**src/rtl/xm_mem_stage_if.sv**
```systemverilog
// Bundle for the memory stage: upstream X/M handshake, data-memory req/ack port,
// and the registered M/W outputs with the stall counter and FSM debug state.
interface xm_mem_stage_if #(
  parameter int ADDR_W = 12,
  parameter int CNT_W  = 16
);
  // Upstream transfer happens on a rising edge where in_valid=1 and in_ready=1;
  // in_ready depends on stage state only. A memory request stays asserted with
  // stable address/data until the edge where mem_ack=1 is sampled.
  logic              in_valid;
  logic [31:0]       in_o;
  logic [31:0]       in_b;
  logic [31:0]       in_instr;
  logic              in_ready;

  logic              mem_req;
  logic              mem_we;
  logic [ADDR_W-1:0] mem_addr;
  logic [31:0]       mem_wdata;
  logic [31:0]       mem_rdata;
  logic              mem_ack;

  logic              out_valid;
  logic [31:0]       out_o;
  logic [31:0]       out_d;
  logic [31:0]       out_instr;
  logic [CNT_W-1:0]  stall_cnt;
  logic              state_dbg;

  modport master (
    output in_valid, in_o, in_b, in_instr, mem_rdata, mem_ack,
    input  in_ready, mem_req, mem_we, mem_addr, mem_wdata,
    input  out_valid, out_o, out_d, out_instr, stall_cnt, state_dbg
  );

  modport slave (
    input  in_valid, in_o, in_b, in_instr, mem_rdata, mem_ack,
    output in_ready, mem_req, mem_we, mem_addr, mem_wdata,
    output out_valid, out_o, out_d, out_instr, stall_cnt, state_dbg
  );
endinterface

```
**src/rtl/xm_mem_stage.sv**
```systemverilog
// Memory stage between X/M and M/W: non-memory ops pass through in one cycle,
// lw/sw hold the pipeline in ACCESS until the data memory acknowledges.
module xm_mem_stage #(
  parameter int ADDR_W = 12,
  parameter int CNT_W  = 16
) (
  input  logic            clock,
  input  logic            reset,
  xm_mem_stage_if.slave   bus
);

  localparam logic [4:0] OP_LW = 5'b01000;
  localparam logic [4:0] OP_SW = 5'b00111;

  typedef enum logic {
    IDLE   = 1'b0,
    ACCESS = 1'b1
  } state_t;

  state_t            state_q;
  logic              mem_req_q;
  logic              mem_we_q;
  logic [ADDR_W-1:0] mem_addr_q;
  logic [31:0]       mem_wdata_q;
  logic              out_valid_q;
  logic [31:0]       out_o_q;
  logic [31:0]       out_d_q;
  logic [31:0]       out_instr_q;
  logic [CNT_W-1:0]  stall_cnt_q;
  logic [31:0]       cap_o_q;
  logic [31:0]       cap_instr_q;
  logic              cap_lw_q;

  logic [4:0] opcode;
  logic       is_lw;
  logic       is_sw;

  assign opcode = bus.in_instr[31:27];
  assign is_lw  = (opcode == OP_LW);
  assign is_sw  = (opcode == OP_SW);

  always_ff @(posedge clock) begin
    if (reset) begin
      state_q     <= IDLE;
      mem_req_q   <= 1'b0;
      mem_we_q    <= 1'b0;
      mem_addr_q  <= '0;
      mem_wdata_q <= '0;
      out_valid_q <= 1'b0;
      out_o_q     <= '0;
      out_d_q     <= '0;
      out_instr_q <= '0;
      stall_cnt_q <= '0;
      cap_o_q     <= '0;
      cap_instr_q <= '0;
      cap_lw_q    <= 1'b0;
    end else begin
      // Bubble by default; the branches below overwrite it when an op retires.
      out_valid_q <= 1'b0;
      out_o_q     <= '0;
      out_d_q     <= '0;
      out_instr_q <= '0;
      case (state_q)
        IDLE: begin
          if (bus.in_valid && (is_lw || is_sw)) begin
            state_q     <= ACCESS;
            mem_req_q   <= 1'b1;
            mem_we_q    <= is_sw;
            mem_addr_q  <= bus.in_o[ADDR_W-1:0];
            mem_wdata_q <= bus.in_b;
            cap_o_q     <= bus.in_o;
            cap_instr_q <= bus.in_instr;
            cap_lw_q    <= is_lw;
          end else if (bus.in_valid) begin
            out_valid_q <= 1'b1;
            out_o_q     <= bus.in_o;
            out_instr_q <= bus.in_instr;
          end
        end
        ACCESS: begin
          if (stall_cnt_q != {CNT_W{1'b1}}) begin
            stall_cnt_q <= stall_cnt_q + CNT_W'(1);
          end
          if (bus.mem_ack) begin
            state_q     <= IDLE;
            mem_req_q   <= 1'b0;
            out_valid_q <= 1'b1;
            out_o_q     <= cap_o_q;
            out_d_q     <= cap_lw_q ? bus.mem_rdata : 32'h0;
            out_instr_q <= cap_instr_q;
          end
        end
        default: state_q <= IDLE;
      endcase
    end
  end

  assign bus.in_ready  = (state_q == IDLE);
  assign bus.state_dbg = (state_q == ACCESS);
  assign bus.mem_req   = mem_req_q;
  assign bus.mem_we    = mem_we_q;
  assign bus.mem_addr  = mem_addr_q;
  assign bus.mem_wdata = mem_wdata_q;
  assign bus.out_valid = out_valid_q;
  assign bus.out_o     = out_o_q;
  assign bus.out_d     = out_d_q;
  assign bus.out_instr = out_instr_q;
  assign bus.stall_cnt = stall_cnt_q;

endmodule
```
**src/flat_wrapper.sv**
```systemverilog
// flat-port wrapper written by rule: the top's interface ports become plain ports
module xm_mem_stage_flat 
#(
  parameter int ADDR_W = 12,
  parameter int CNT_W  = 16
)
  (clock, reset, bus_in_valid, bus_in_o, bus_in_b, bus_in_instr, bus_mem_rdata, bus_mem_ack, bus_in_ready, bus_mem_req, bus_mem_we, bus_mem_addr, bus_mem_wdata, bus_out_valid, bus_out_o, bus_out_d, bus_out_instr, bus_stall_cnt, bus_state_dbg);
  xm_mem_stage_if #(.ADDR_W(ADDR_W), .CNT_W(CNT_W)) bus_i ();
  input  logic clock;
  input  logic reset;
  input wire logic [$bits(bus_i.in_valid)-1:0] bus_in_valid;
  input wire logic [$bits(bus_i.in_o)-1:0] bus_in_o;
  input wire logic [$bits(bus_i.in_b)-1:0] bus_in_b;
  input wire logic [$bits(bus_i.in_instr)-1:0] bus_in_instr;
  input wire logic [$bits(bus_i.mem_rdata)-1:0] bus_mem_rdata;
  input wire logic [$bits(bus_i.mem_ack)-1:0] bus_mem_ack;
  output wire logic [$bits(bus_i.in_ready)-1:0] bus_in_ready;
  output wire logic [$bits(bus_i.mem_req)-1:0] bus_mem_req;
  output wire logic [$bits(bus_i.mem_we)-1:0] bus_mem_we;
  output wire logic [$bits(bus_i.mem_addr)-1:0] bus_mem_addr;
  output wire logic [$bits(bus_i.mem_wdata)-1:0] bus_mem_wdata;
  output wire logic [$bits(bus_i.out_valid)-1:0] bus_out_valid;
  output wire logic [$bits(bus_i.out_o)-1:0] bus_out_o;
  output wire logic [$bits(bus_i.out_d)-1:0] bus_out_d;
  output wire logic [$bits(bus_i.out_instr)-1:0] bus_out_instr;
  output wire logic [$bits(bus_i.stall_cnt)-1:0] bus_stall_cnt;
  output wire logic [$bits(bus_i.state_dbg)-1:0] bus_state_dbg;
  assign bus_i.in_valid = bus_in_valid;
  assign bus_i.in_o = bus_in_o;
  assign bus_i.in_b = bus_in_b;
  assign bus_i.in_instr = bus_in_instr;
  assign bus_i.mem_rdata = bus_mem_rdata;
  assign bus_i.mem_ack = bus_mem_ack;
  assign bus_in_ready = bus_i.in_ready;
  assign bus_mem_req = bus_i.mem_req;
  assign bus_mem_we = bus_i.mem_we;
  assign bus_mem_addr = bus_i.mem_addr;
  assign bus_mem_wdata = bus_i.mem_wdata;
  assign bus_out_valid = bus_i.out_valid;
  assign bus_out_o = bus_i.out_o;
  assign bus_out_d = bus_i.out_d;
  assign bus_out_instr = bus_i.out_instr;
  assign bus_stall_cnt = bus_i.stall_cnt;
  assign bus_state_dbg = bus_i.state_dbg;
  xm_mem_stage #(.ADDR_W(ADDR_W), .CNT_W(CNT_W)) u_core (.clock(clock), .reset(reset), .bus(bus_i));
endmodule
```
**config.mk**
```make
export PLATFORM = sky130hd
export DESIGN_NAME = xm_mem_stage_flat
export DESIGN_NICKNAME = d
export VERILOG_FILES = /design/src/rtl/xm_mem_stage_if.sv /design/src/rtl/xm_mem_stage.sv /design/src/flat_wrapper.sv
export SDC_FILE = /design/constraint.sdc
export NUM_CORES = 1
export LEC_CHECK = 0
export ABC_AREA = 0
export BUFFER_PORTS_ARGS = -buffer_cell sky130_fd_sc_hd__buf_4
export CAP_MARGIN = 20
export CORE_MARGIN = 2
export CORE_UTILIZATION = 35
export CTS_CLUSTER_SIZE = 40
export DETAILED_ROUTE_END_ITERATION = 8
export GPL_ROUTABILITY_DRIVEN = 1
export GPL_TIMING_DRIVEN = 0
export HOLD_SLACK_MARGIN = 0.1
export PLACE_DENSITY = 0.71
export SLEW_MARGIN = 20
export SYNTH_ARGS = -nofsm -noshare
export SYNTH_HDL_FRONTEND = slang
export SYNTH_SLANG_ARGS = --single-unit
```
**constraint.sdc**
```tcl
create_clock -name clock -period 2.29 [get_ports clock]
set_input_delay 0.458 -clock clock [delete_from_list [all_inputs] [get_ports clock]]
set_output_delay 0.458 -clock clock [all_outputs]
set_load 0.05 [all_outputs]
```
==> metrics list <==
* Sort of element at the start of the critical path: flop
* Nets@finish: between 1000 and 1500
- The worst pin sits at a relative slew slack of about two fifths.
* Status: complete, no violations
- Number of unique standard cell types used by synthesis: 45
* Biggest cell delay along the critical path: 510 ps
- Fraction of layout cells with a size suffix above 1: 30.0%
- Pwr Density: 770 nW/um^2
- Summing over every cut layer, the via total after detailed routing is between 7000 and 8000.
- The detailed router used layers up to and including met4.
- Most used cells in the layout excluding fill and tap cells: sky130_fd_sc_hd__buf_4, sky130_fd_sc_hd__nand2_1, sky130_fd_sc_hd__dfxtp_1
- Clock tree sinks: roughly 210
- Counting flops with a built-in enable in the synthesized netlist gives 0.
- Clock period minus worst slack: ~2100 ps
- After synthesis, the share of flip-flops with an asynchronous set or reset is 0%.
- TritonCTS built the clock tree.
* All-Layer GR Usage: 18.9%
- The startpoint identified for the worst register-to-register timing path is u_core.bus.state_dbg$_SDFF_PP0_.
* Drt via density: around 4.8
* Post-route cell area: around 11000 sq um
* Post-route DRC: 0
- Library cell appearing most often on the critical path: sky130_fd_sc_hd__clkbuf_1
* RSZ-0062 raised after global routing: false
* Clock buffers created by TritonCTS: 24
- Once layout is complete, the utilization of the core stands at between 50% and 60%.
- Initial standard-cell utilization of the core: 35.5%
- The worst hold path begins at bus_mem_rdata[22].
- #FFs+latches synth: between 200 and 250
- Measured along the x axis, the die boundary spans between 150 and 200 microns.
- Syn Nets: 1023
* Average wire per standard cell: around 15 microns
* Gpl congestion: a little over 0.8
- CP required: roughly 2700 ps
- The total count of max-transition violations in the final report came to 0.
- Clock latency on the worst-skew pair, taken at its later pin, is just over 500 ps.
- Counting cells, the worst reg-to-reg path comes to 7.
* Data arrival, critical path: roughly 2500 ps
- Flop2flop setup slack: 230 ps
- Number of stages on the worst hold path: 2
- Final hold viol count: 0
- Clock-pin slew was measured on the worst setup and hold paths at 60 ps.
- Synthesized instance count: just under 900
- In this run the deepest clock path goes through 3 buffers.
- Summed over all layers, the global routing overflow is 0.
* Antenna-violating nets left: 0
- Area delta synth->final: 43.3%
* Clock H-tree levels: 1
- Met3 layer wire length in the routed design: ~1.8 mm
* Number of search-and-repair iterations in the first detailed-routing pass: 5
- After detailed placement, the total cell area comes to between 10000 and 15000 sq um.
* Standby leakage power: slightly below 5 nW
- Buffers placed on the I/O ports in this run total ~290.
- First-pass GRT wire length: approximately 36 mm
- Placed wire-length estimate after detailed placement: about 17 mm
* Post-CTS setup buffer count: 0
- Endpoint of the worst hold path: u_core.bus.out_d[22]$_SDFF_PP0_
- Of the available clock period, the critical path in the final layout requires about nine tenths.
- Row generation in the floorplan step produced 54 rows.
- Of all nets on the critical path, the largest fanout is 10.
- Cell breakdown of the critical path: buf_6 -> nor2b_1 -> clkbuf_1 -> clkbuf_1 -> nand2_1 -> a2bb2oi_1 -> nor2_1
- Sequential area share after synthesis: about 55%
- Max Cap Violations: 0
- Measured along the y axis, the die boundary spans around 150 microns.
- Floorplan die area: 23200 sq um
- Count of boundary I/O pins: approximately 290
- Setup violations remaining at the end of the flow were counted as 0.
- After detailed routing, the met2 layer carries 11.0 mm of wire.
- STA classifies the critical path endpoint as a flop.
* Type of the worst setup path: flop to flop
- VDD sags by at most approximately 540 uV.
- For the pin with the worst max-slew slack, the measured transition is 922 ps.
* Clock tree skew after final layout: around 14 ps
- The library cell used most frequently in the layout, excluding fill and tap cells, is sky130_fd_sc_hd__buf_4.
- The worst register-to-register path ends at u_core.bus.out_instr[16]$_SDFF_PP0_.
- Count of inserted antenna diode cells: 0
- Wire length reported by the detailed router: 23.1 mm
- Hold crit path type: input port to flop
* Netlist area before placement: 7700 sq um
- Yosys printed 0 warnings.
- The number of global-route vias before repair was around 7000.
- The initial antenna violation count is 0.
* Fmax achieved: between 400 and 500 MHz
- Master cell of the clock root buffer: sky130_fd_sc_hd__clkbuf_16
- In the final routing, the length of wire on met1 measures about 9.8 mm.
- After the first detailed-routing iteration, the DRC count stood at between 200 and 300.
- Among all flip-flop cells after synthesis, the most frequent one is sky130_fd_sc_hd__dfxtp_1.
- Slowest CP cell: sky130_fd_sc_hd__clkbuf_1
- Synthesized area per cell: just under 9 sq um
- The region available for standard cell placement spans around 22000 sq um.
* Pin count of the biggest net entering global routing: 13
==> per-stage QoR <==
stage,std cells,setup slack (ps),setup TNS [ps],hold WS [ps],total power (W)
2_1_floorplan,890,151,0,429,0.00434
3_3_place_gp,1461,-164,-8340,438,0.00470
3_5_place_dp,1461,-242,-13470,446,0.00471
4_1_cts,1502,94.5,0,116,0.00860
5_1_grt,1502,77.8,0,118,0.00881
6_report,1502,225,0,139,0.00850
==> area by class of cell <==
class                   count  area [sq um]
repair buffers            291          2180
flip-flops and latches    213          4260
plain buffers              78           397
fillers                  2072         10700
well taps                 280           350
clock inverters             8           130
clock buffers              33           664
inverters                   2          7.51
multi-input cells         597          3030
==> worst max path at each step <==
stage                                         start                                    end  slack (ps)  depth (start not counted)
floorplan           u_core.bus.state_dbg$_SDFF_PP0_  u_core.bus.stall_cnt[15]$_SDFFE_PP0P_         150                          5
CTS                 u_core.bus.state_dbg$_SDFF_PP0_    u_core.cap_instr_q[12]$_SDFFE_PP0P_          90                          7
global route        u_core.bus.state_dbg$_SDFF_PP0_    u_core.bus.out_instr[14]$_SDFF_PP0_          80                          7
detailed placement                 bus_in_instr[27]    u_core.cap_instr_q[17]$_SDFFE_PP0P_        -240                          7
global placement                   bus_in_instr[27]    u_core.cap_instr_q[19]$_SDFFE_PP0P_        -160                          7
finish              u_core.bus.state_dbg$_SDFF_PP0_    u_core.bus.out_instr[16]$_SDFF_PP0_         230                          7
==> registers in the layout, indices dropped and copies added, names as in the netlist, 16 cells and up <==
register              count
u_core.bus.mem_wdata     32
u_core.bus.out_d         32
u_core.bus.out_instr     32
u_core.bus.out_o         32
u_core.cap_instr_q       32
u_core.cap_o_q           32
u_core.bus.stall_cnt     16
==> what timing repair did <==
| action | 4_1_cts | 5_1_grt |
|---|---|---|
| gates cloned | 0 | 0 |
| hold buffers | 0 | 0 |
| endpoints found under the setup margin | 16 | 42 |
| pin swaps | 0 | 0 |
| gates resized for setup | 1 | 2 |
| hold endpoints to repair | 0 | 0 |
==> report_power, final <==
| group | internal, W | switching [W] | total [W] |
|---|---|---|---|
| Combinational | 0.000336 | 0.000482 | 0.000818 |
| Clock | 0.00236 | 0.00151 | 0.00387 |
| Sequential | 0.00378 | 0.0000269 | 0.00381 |
==> cell usage after synthesis, types with 2 or more instances <==
cell type | n | area share [%]
sky130_fd_sc_hd__nand2_1 | 254 | 12
sky130_fd_sc_hd__dfxtp_1 | 213 | 55
sky130_fd_sc_hd__a21oi_1 | 109 | 7.1
sky130_fd_sc_hd__nor2_1 | 69 | 3.4
sky130_fd_sc_hd__a2bb2oi_1 | 62 | 7.1
sky130_fd_sc_hd__clkbuf_1 | 46 | 2.2
sky130_fd_sc_hd__and2_1 | 33 | 2.7
sky130_fd_sc_hd__buf_4 | 17 | 1.7
sky130_fd_sc_hd__buf_2 | 11 | 0.72
sky130_fd_sc_hd__or3_1 | 7 | 0.57
sky130_fd_sc_hd__or4_1 | 6 | 0.59
sky130_fd_sc_hd__nand4_1 | 5 | 0.41
sky130_fd_sc_hd__o21ai_1 | 5 | 0.33
sky130_fd_sc_hd__o31ai_1 | 5 | 0.49
sky130_fd_sc_hd__nand3_1 | 4 | 0.26
sky130_fd_sc_hd__nor3b_1 | 4 | 0.39
sky130_fd_sc_hd__o21a_1 | 4 | 0.39
sky130_fd_sc_hd__xor2_1 | 3 | 0.34
sky130_fd_sc_hd__buf_6 | 2 | 0.29
sky130_fd_sc_hd__inv_1 | 2 | 0.098
sky130_fd_sc_hd__nand2b_1 | 2 | 0.16
sky130_fd_sc_hd__nor3_1 | 2 | 0.13
sky130_fd_sc_hd__o21ai_0 | 2 | 0.13
sky130_fd_sc_hd__or2_1 | 2 | 0.16
==> layer usage <==
layer	vias up	global-route usage [%]
met2	258	32.3
li1	3582	-
met3	42	5.15
met1	3348	23.3
met4	0	5.74
met5	-	0
==> logic make-up (layout without fill, tap and decap cells) <==
| group | count (synthesis) | count (layout) | share of synthesized area (%) |
|---|---|---|---|
| mux | 1 | 1 | 0.130 |
| buf+inv | 80 | 412 | 5.23 |
| xor+xnor | 3 | 3 | 0.341 |
| compound gates | 193 | 193 | 16.2 |
| flops | 213 | 213 | 55.4 |
| simple gates | 399 | 399 | 22.5 |
| fa+ha+maj | 1 | 1 | 0.163 |
==> critical path: cells and delay by family, from the launching register on <==
| family | cells | cell delay, ps |
|---|---|---|
| buffers and inverters | 3 | 1150 |
| and+or+nand+nor | 3 | 360 |
| DFF | 1 | 320 |
| AOI/OAI and AO/OA | 1 | 150 |
Note: power is estimated with default switching activity, not from simulation.
